**config.mk**
```make
export PLATFORM = sky130hd
export DESIGN_NAME = l1_mmu_arbiter
export DESIGN_NICKNAME = d
export VERILOG_FILES = /design/src/rtl/l1_mmu_arbiter.sv
export SDC_FILE = /design/constraint.sdc
export NUM_CORES = 1
export LEC_CHECK = 0
export BUFFER_PORTS_ARGS = -buffer_cell sky130_fd_sc_hd__buf_2
export CORE_AREA = 2 2 661 663
export CTS_CLUSTER_DIAMETER = 40
export DETAILED_ROUTE_END_ITERATION = 12
export DIE_AREA = 0 0 663 665
export PLACE_DENSITY = 0.3
export SLEW_MARGIN = 10
export SYNTH_ARGS = -nofsm -noshare
export SYNTH_HDL_FRONTEND = slang
export SYNTH_SLANG_ARGS = --single-unit
```
**constraint.sdc**
```tcl
create_clock -name clk -period 2.5 [get_ports clk]
set_clock_uncertainty 0.2 [all_clocks]
set_input_delay 0.5 -clock clk [delete_from_list [all_inputs] [get_ports clk]]
set_output_delay 0.5 -clock clk [all_outputs]
set_load 0.05 [all_outputs]
```
**src/rtl/l1_mmu_arbiter.sv**
```systemverilog
// Round-robin arbiter sharing one MMU line-transfer port between the I and D L1 caches.
// One whole transaction is granted at a time; done and read data are routed back to the owner only.
module l1_mmu_arbiter #(
  parameter int ADDR_W = 32,
  parameter int LINE_W = 256,
  parameter int CNT_W  = 32
) (
  input  logic              clk,
  input  logic              rst_n,
  input  logic              i_req_read,
  input  logic              i_req_write,
  input  logic [ADDR_W-1:0] i_req_addr,
  input  logic [LINE_W-1:0] i_write_data,
  output logic              i_read_done,
  output logic              i_write_done,
  output logic [LINE_W-1:0] i_read_data,
  input  logic              d_req_read,
  input  logic              d_req_write,
  input  logic [ADDR_W-1:0] d_req_addr,
  input  logic [LINE_W-1:0] d_write_data,
  output logic              d_read_done,
  output logic              d_write_done,
  output logic [LINE_W-1:0] d_read_data,
  output logic              mmu_req_read,
  output logic              mmu_req_write,
  output logic [ADDR_W-1:0] mmu_req_addr,
  output logic [LINE_W-1:0] mmu_write_data,
  input  logic              mmu_read_done,
  input  logic              mmu_write_done,
  input  logic [LINE_W-1:0] mmu_read_data,
  output logic              busy,
  output logic              owner,
  output logic [CNT_W-1:0]  cnt_i_txn,
  output logic [CNT_W-1:0]  cnt_d_txn,
  output logic [1:0]        dbg_state
);

  // Handshake: a cache request is a level held until its done pulse; the done pulse is
  // combinational from the matching MMU done while BUSY and lasts exactly that cycle.
  typedef enum logic [1:0] {
    IDLE    = 2'd0,
    BUSY    = 2'd1,
    RELEASE = 2'd2
  } state_t;

  state_t state, state_nxt;

  logic              i_want, d_want;
  logic              grant_valid, grant_d, accept;
  logic              win_read, win_write;
  logic [ADDR_W-1:0] win_addr;
  logic [LINE_W-1:0] win_data;
  logic              rd_acc, wr_acc;

  assign i_want = i_req_read | i_req_write;
  assign d_want = d_req_read | d_req_write;

  always_comb begin
    state_nxt   = state;
    grant_valid = 1'b0;
    grant_d     = 1'b0;
    accept      = 1'b0;
    case (state)
      IDLE: begin
        if (i_want | d_want) begin
          grant_valid = 1'b1;
          // On a tie the side that did not hold the last grant wins.
          grant_d     = d_want & (~i_want | ~owner);
          state_nxt   = BUSY;
        end
      end
      BUSY: begin
        accept = (mmu_req_read & mmu_read_done) | (mmu_req_write & mmu_write_done);
        if (accept) state_nxt = RELEASE;
      end
      RELEASE: state_nxt = IDLE;
      default: state_nxt = IDLE;
    endcase
  end

  always_ff @(posedge clk or negedge rst_n) begin
    if (!rst_n) state <= IDLE;
    else        state <= state_nxt;
  end

  assign win_read  = grant_d ? d_req_read   : i_req_read;
  assign win_write = grant_d ? d_req_write  : i_req_write;
  assign win_addr  = grant_d ? d_req_addr   : i_req_addr;
  assign win_data  = grant_d ? d_write_data : i_write_data;

  always_ff @(posedge clk or negedge rst_n) begin
    if (!rst_n) begin
      mmu_req_read   <= 1'b0;
      mmu_req_write  <= 1'b0;
      mmu_req_addr   <= '0;
      mmu_write_data <= '0;
      owner          <= 1'b0;
    end else if (grant_valid) begin
      // A simultaneous read+write from one side issues only the read.
      mmu_req_read   <= win_read;
      mmu_req_write  <= win_write & ~win_read;
      mmu_req_addr   <= win_addr;
      mmu_write_data <= win_data;
      owner          <= grant_d;
    end else if (accept) begin
      mmu_req_read   <= 1'b0;
      mmu_req_write  <= 1'b0;
      mmu_req_addr   <= '0;
    end
  end

  always_ff @(posedge clk or negedge rst_n) begin
    if (!rst_n) begin
      cnt_i_txn <= '0;
      cnt_d_txn <= '0;
    end else if (accept) begin
      if (!owner && cnt_i_txn != '1) cnt_i_txn <= cnt_i_txn + CNT_W'(1);
      if (owner && cnt_d_txn != '1)  cnt_d_txn <= cnt_d_txn + CNT_W'(1);
    end
  end

  assign rd_acc       = accept & mmu_req_read;
  assign wr_acc       = accept & mmu_req_write;
  assign i_read_done  = rd_acc & ~owner;
  assign i_write_done = wr_acc & ~owner;
  assign d_read_done  = rd_acc & owner;
  assign d_write_done = wr_acc & owner;
  assign i_read_data  = i_read_done ? mmu_read_data : '0;
  assign d_read_data  = d_read_done ? mmu_read_data : '0;
  assign busy         = (state != IDLE);
  assign dbg_state    = state;

endmodule
```
# Word-level counts from Yosys, hierarchy flattened
# Cells that the tools add are included.
# totals
inputBits	840
word_cells	61
out_inout_bits	874
reg_bits	357
# op_classes
n_eq_ne	5
bitwise	18
addsub	2
reduce_logical	9
n_mux	19
# ops
op	n
2-to-1 mux 256 bit	3
2-to-1 mux 32 bit	3
adder 32 x 1 -> 32 bit (second input constant)	2
!= test 32 bit (second input constant)	2
AND 1 bit	10
2-to-1 mux 1 bit	10
AND reduction 2 bit	3
OR 1 bit	5
2-to-1 mux 2 bit	2
!= test 2 bit (second input constant)	2
one-hot mux 2 bit (2 select lines)	1
nonzero test 2 bit	2
inverter 1 bit	3
== test 2 x 1 -> 1 bit (second input constant)	1
logical AND 1 bit	2
zero test 2 bit	1
zero test 1 bit	1

# Longest topological paths before layout
# logic_depth
ltp_word	10
ltp_mapped	8
depth_no_buf	6

# Worst setup path before layout
# Ideal clock, no wire load.
# synth_timing
path_type	reg-to-output
start	reg owner
end	out i_read_data[246]
path_slack_ps	-703
path_buffers	3
arrival_ps	2503
stages_incl_launch_ff	7
t_required_ps	1800
cell_sequence	dfrtp_1 buf_4 nor3b_1 and3_1 clkbuf_1 clkbuf_1 and2_1
# synth_via
elab_chain_len	3
# synth_lines
element	line	source
start: declaration	32	output logic owner,
start signal: assignment	104	owner <= grant_d;
inverter 1 bit	124	assign i_read_done = rd_acc & ~owner;
AND 1 bit	124	
net i_read_done	14	output logic i_read_done,
2-to-1 mux 256 bit	128	assign i_read_data = i_read_done ? mmu_read_data : '0;
end: declaration	16	output logic [LINE_W-1:0] i_read_data,
# The timed path passes the listed nets, and every way through them passes these cells.

# Worst setup path after layout
# layout_timing
start	reg owner
end	out i_read_data[241]
# layout_via
elab_chain_len	3
# layout_lines
element	line
inverter 1 bit	124
AND 1 bit	124
2-to-1 mux 256 bit	128
# No other way between the ends.

==> impl_metrics.csv <==
group,metric,value,unit
run_status,status,"finished with violations",
run_status,violations,"negative setup slack",
sta,whs,0.0598,ns
setup_path,worstRegToRegCells,9,
pwr,power_frac_comb,11.8,%
routing,wirelength,304,mm
global_routing,grt_pass1_wl,366,mm
logic_synthesis,avgSynthCellArea,9.29,um^2
pwr,p_leak,24.0,nW
logic_synthesis,synthesis.area,0.0201,mm^2
logic_synthesis,synth_edf_count,0,
cts,clk_latency,0.75,ns
sta,hold_viol,0,
setup_path,worst_ep_required_time,1.80,ns
floorplan,dieArea,0.441,mm^2
cells_and_area,final_nets,5522,
logic_synthesis,synth_nets,3005,
global_routing,antenna_found_initial,157,
pwr,p_int,16.5,mW
hold_path,holdPathEnd,"mmu_write_data[197]",
setup_path,startpoint_type,"flop",
routing,postRouteAntennaNets,0,
routing,wl_per_cell,28.8,um
sta,worst_slack,-0.885,ns
logic_synthesis,synthMuxAreaShare,14.5,%
sta,finalSetupViolCount,653,
sta,maxSlewViolCount,0,
placed_design,dpl_cell_area,0.0431,mm^2
cts,clockRootBuffer,"clkbuf_16",
sta,tightestPinTransition,0.715,ns
floorplan,fp.dieH,665,um
hold_path,holdCritPathClass,"in -> reg",
logic_synthesis,ys_ff_latch,357,
setup_path,ff2ff_setup_slack,-0.37,ns
placed_design,pre_cts_ws,-0.424,ns
logic_synthesis,synthesis.instances,2163,
sta,fmax,0.295,GHz
logic_synthesis,synthAdderAreaFrac,0.125,%
pwr,seq_power_share,26.4,%
routing,drc,0,
floorplan,io_pins,1714,
cts,cts_sinks,357,
cts,cts_tree,"built",
sta,min_period_over_period,135,%
logic_synthesis,synthSimpleGateAreaFrac,26.6,%
sta,post-route-min-period,3.38,ns
global_routing,first_global_vias,29000,
logic_synthesis,seq_area_frac_synth,44.4,%
routing,drt-initial-drc-count,1266,
hold_path,whs_path_depth,4,
setup_path,crit_type,"reg -> out",
setup_path,cp_max_fo,11,
setup_path,crit_path_end_kind,"output port",
logic_synthesis,synth-compound-area-share,7.91,%
setup_path,cp.arrival,2.68,ns
sta,grt_setup_unrepaired,"yes",
logic_synthesis,synth_top_family_by_area,"simple AND/OR/NAND/NOR gates",
placed_design,place_congestion,1.07,
floorplan,initial_utilization,4.64,%
cells_and_area,area_delta_synth_final,172,%
pwr,p_per_area,402,mW/mm^2
floorplan,fp.dieW,663,um
setup_path,crit-reg2reg-capture,"mmu_write_data[4]",
global_routing,grt_max_degree,69,
routing,vias,28200,
cts,clk_path_buf_depth,4,
logic_synthesis,synth_ff_type,"dfrtp_1",
setup_path,worstReg2RegStart,"dbg_state[0]",
logic_synthesis,synth_async_sr_flop_share,100,%
pwr,vdd_ir_drop_max,487,uV
routing,avgViaCountPerCell,2.67,
routing,dr.pass1.iters,4,
pwr,clockPowerShare,61.8,%
sta,tns,-416.13,ns
cells_and_area,finalInstanceArea,0.0547,mm^2
pwr,swShare,24.8,%
cts,path_clk_slew,0.05,ns
logic_synthesis,ys.warnings.count,0,
placed_design,dp_hpwl,269,mm
logic_synthesis,synthXorXnorAreaFrac,2.66,%
floorplan,core_area,0.433,mm^2
floorplan,rows,242,
hold_path,min_from,"d_write_data[197]",
cts,ctsHtreeMaxLevel,3,
global_routing,globalRouteTotalUtil,13.1,%
job,maxCapViolations,0,
logic_synthesis,synth.distinct_cells,47,
pwr,switching_power,5.45,mW
sta,relSlewSlack,51.0,%
cells_and_area,drive_above_1_share,57.6,%
cts,cts_buffers,101,
placed_design,io_buffers,1713,
global_routing,overflow,0,
[worst max path at each step]
| stage | from | endpoint | slack [ns] | depth (start not counted) |
|---|---|---|---|---|
| after floorplan | owner | d_read_data[226] | -0.06 | 7 |
| after global placement | i_req_write | mmu_write_data[219] | -0.44 | 7 |
| after detailed placement | i_req_write | mmu_write_data[219] | -0.42 | 7 |
| after CTS | dbg_state[1] | d_read_data[1] | -1.02 | 6 |
| after global routing | dbg_state[1] | i_read_data[12] | -1.01 | 8 |
| final | owner | i_read_data[241] | -0.88 | 8 |
[metal layers]
layer / track usage (%) / part of all wire, % / up-vias
li1: - / - / 12400
met4: 4.75 / 4.2 / 118
met5: 0 / 0.27 / -
met1: 13.0 / 34 / 13600
met2: 24.0 / 52 / 1501
met3: 5.92 / 10 / 560
[layout by cell type, fill, tap and decap left out, types with 3 or more instances in the layout]
master and instances:
and2_4 465, dfrtp_1 352, o21ai_0 293, buf_8 111
buf_12 328, nand2_1 324, diode_2 89, clkbuf_1 16
clkinvlp_4 7, dlygate4sd3_1 532, nand4_1 24, bufinv_16 15
clkinv_2 12, buf_16 22, and4_1 4, buf_4 291
nor3_1 15, nand3_2 3, and2_2 45, nand3_1 37
clkbuf_8 20, xnor2_1 47, nor2_1 18, mux2i_1 288
clkbuf_4 12, nor4_1 5, buf_6 34, and3_1 18
inv_1 5, xor2_1 14, clkbuf_16 109, buf_2 1235
dfrtp_2 5, and2_1 6
[Yosys cell counts (2+ instances only)]
master,instances,area [um^2]
clkbuf_2,3,15.0
or2_2,2,12.5
nand2b_1,2,12.5
xor2_1,14,123
and4_1,4,35.0
nor4_1,5,31.3
inv_1,5,18.8
nor4_4,2,42.5
mux2i_1,288,2880
and3_1,20,125
nand2_1,324,1220
nand4_2,2,25.0
clkbuf_1,99,372
nor3_2,2,20.0
dfrtp_1,357,8930
o21ai_0,293,1470
nor2_1,19,71.3
buf_2,30,150
nand4_1,24,150
nand3_1,37,185
nor3b_1,2,15.0
ha_1,2,25.0
nand3_2,3,30.0
and2_1,515,3220
xnor2_1,47,412
buf_6,2,22.5
a21boi_0,2,15.0
mux2_2,2,22.5
nor3_1,15,75.1
buf_4,24,180
[per-stage QoR]
stage / util, % / instances / power (mW)
after detailed placement: 9.94 / 9731 / 7.80
final: 12.6 / 10600 / 22.0
after global routing: 12.6 / 10600 / 22.9
after global placement: 9.94 / 9731 / 7.80
after floorplan: - / 2163 / 6.02
after CTS: 12.3 / 10500 / 22.6
[timing repair]
item                                   4_1_cts  5_1_grt
setup endpoints to repair                  658      764
resized for setup                          295      261
gates cloned                                14        9
buffers inserted                            19        7
hold buffers                               533        0
endpoints found under the hold margin      498        0
pin swaps                                   21       12
[worst max-delay path, cell delays in order (launching register included)]
cell and delay (ns):
dfrtp_2 0.43, nor3b_2 0.16, buf_4 0.14, and3_4 0.21, buf_16 0.13, buf_16 0.17
buf_6 0.18, and2_4 0.22, buf_12 0.15
[flip-flops by register name, summed over array words and instances (netlist names)]
| name | flops |
|---|---|
| mmu_req_addr | 32 |
| cnt_i_txn | 32 |
| mmu_write_data | 256 |
| mmu_req_read | 1 |
| dbg_state | 2 |
| mmu_req_write | 1 |
| cnt_d_txn | 32 |
| owner | 1 |
[power groups by stage]
stage,logic (mW),registers [mW],clock network [mW]
detailed placement,1.91,5.88,0
floorplan,0.132,5.89,0
global placement,1.92,5.88,0
CTS,2.64,5.80,14.1
global route,2.71,5.79,14.4
finish,2.59,5.80,13.6
[cell families (layout without fill, tap and decap cells)]
logic type	count (synthesis)	count (layout)
other	0	89
buffers and inverters	163	2753
AOI/OAI and AO/OA	305	305
adders and majority gates	2	2
xor gates and xnor gates	61	61
muxes	291	291
DFF	357	357
and+or+nand+nor	984	984
[area by class of cell]
cell class	instances	area [um^2]
antenna	89	223
clock buffer	138	2890
clock inverter	38	617
fill	49500	379000
inverter	5	18.8
multi-input combinational	1643	11700
sequential	357	8940
tap	5734	7170
timing repair buffer	2572	23200
No activity file was read; power rests on OpenSTA's default activity.
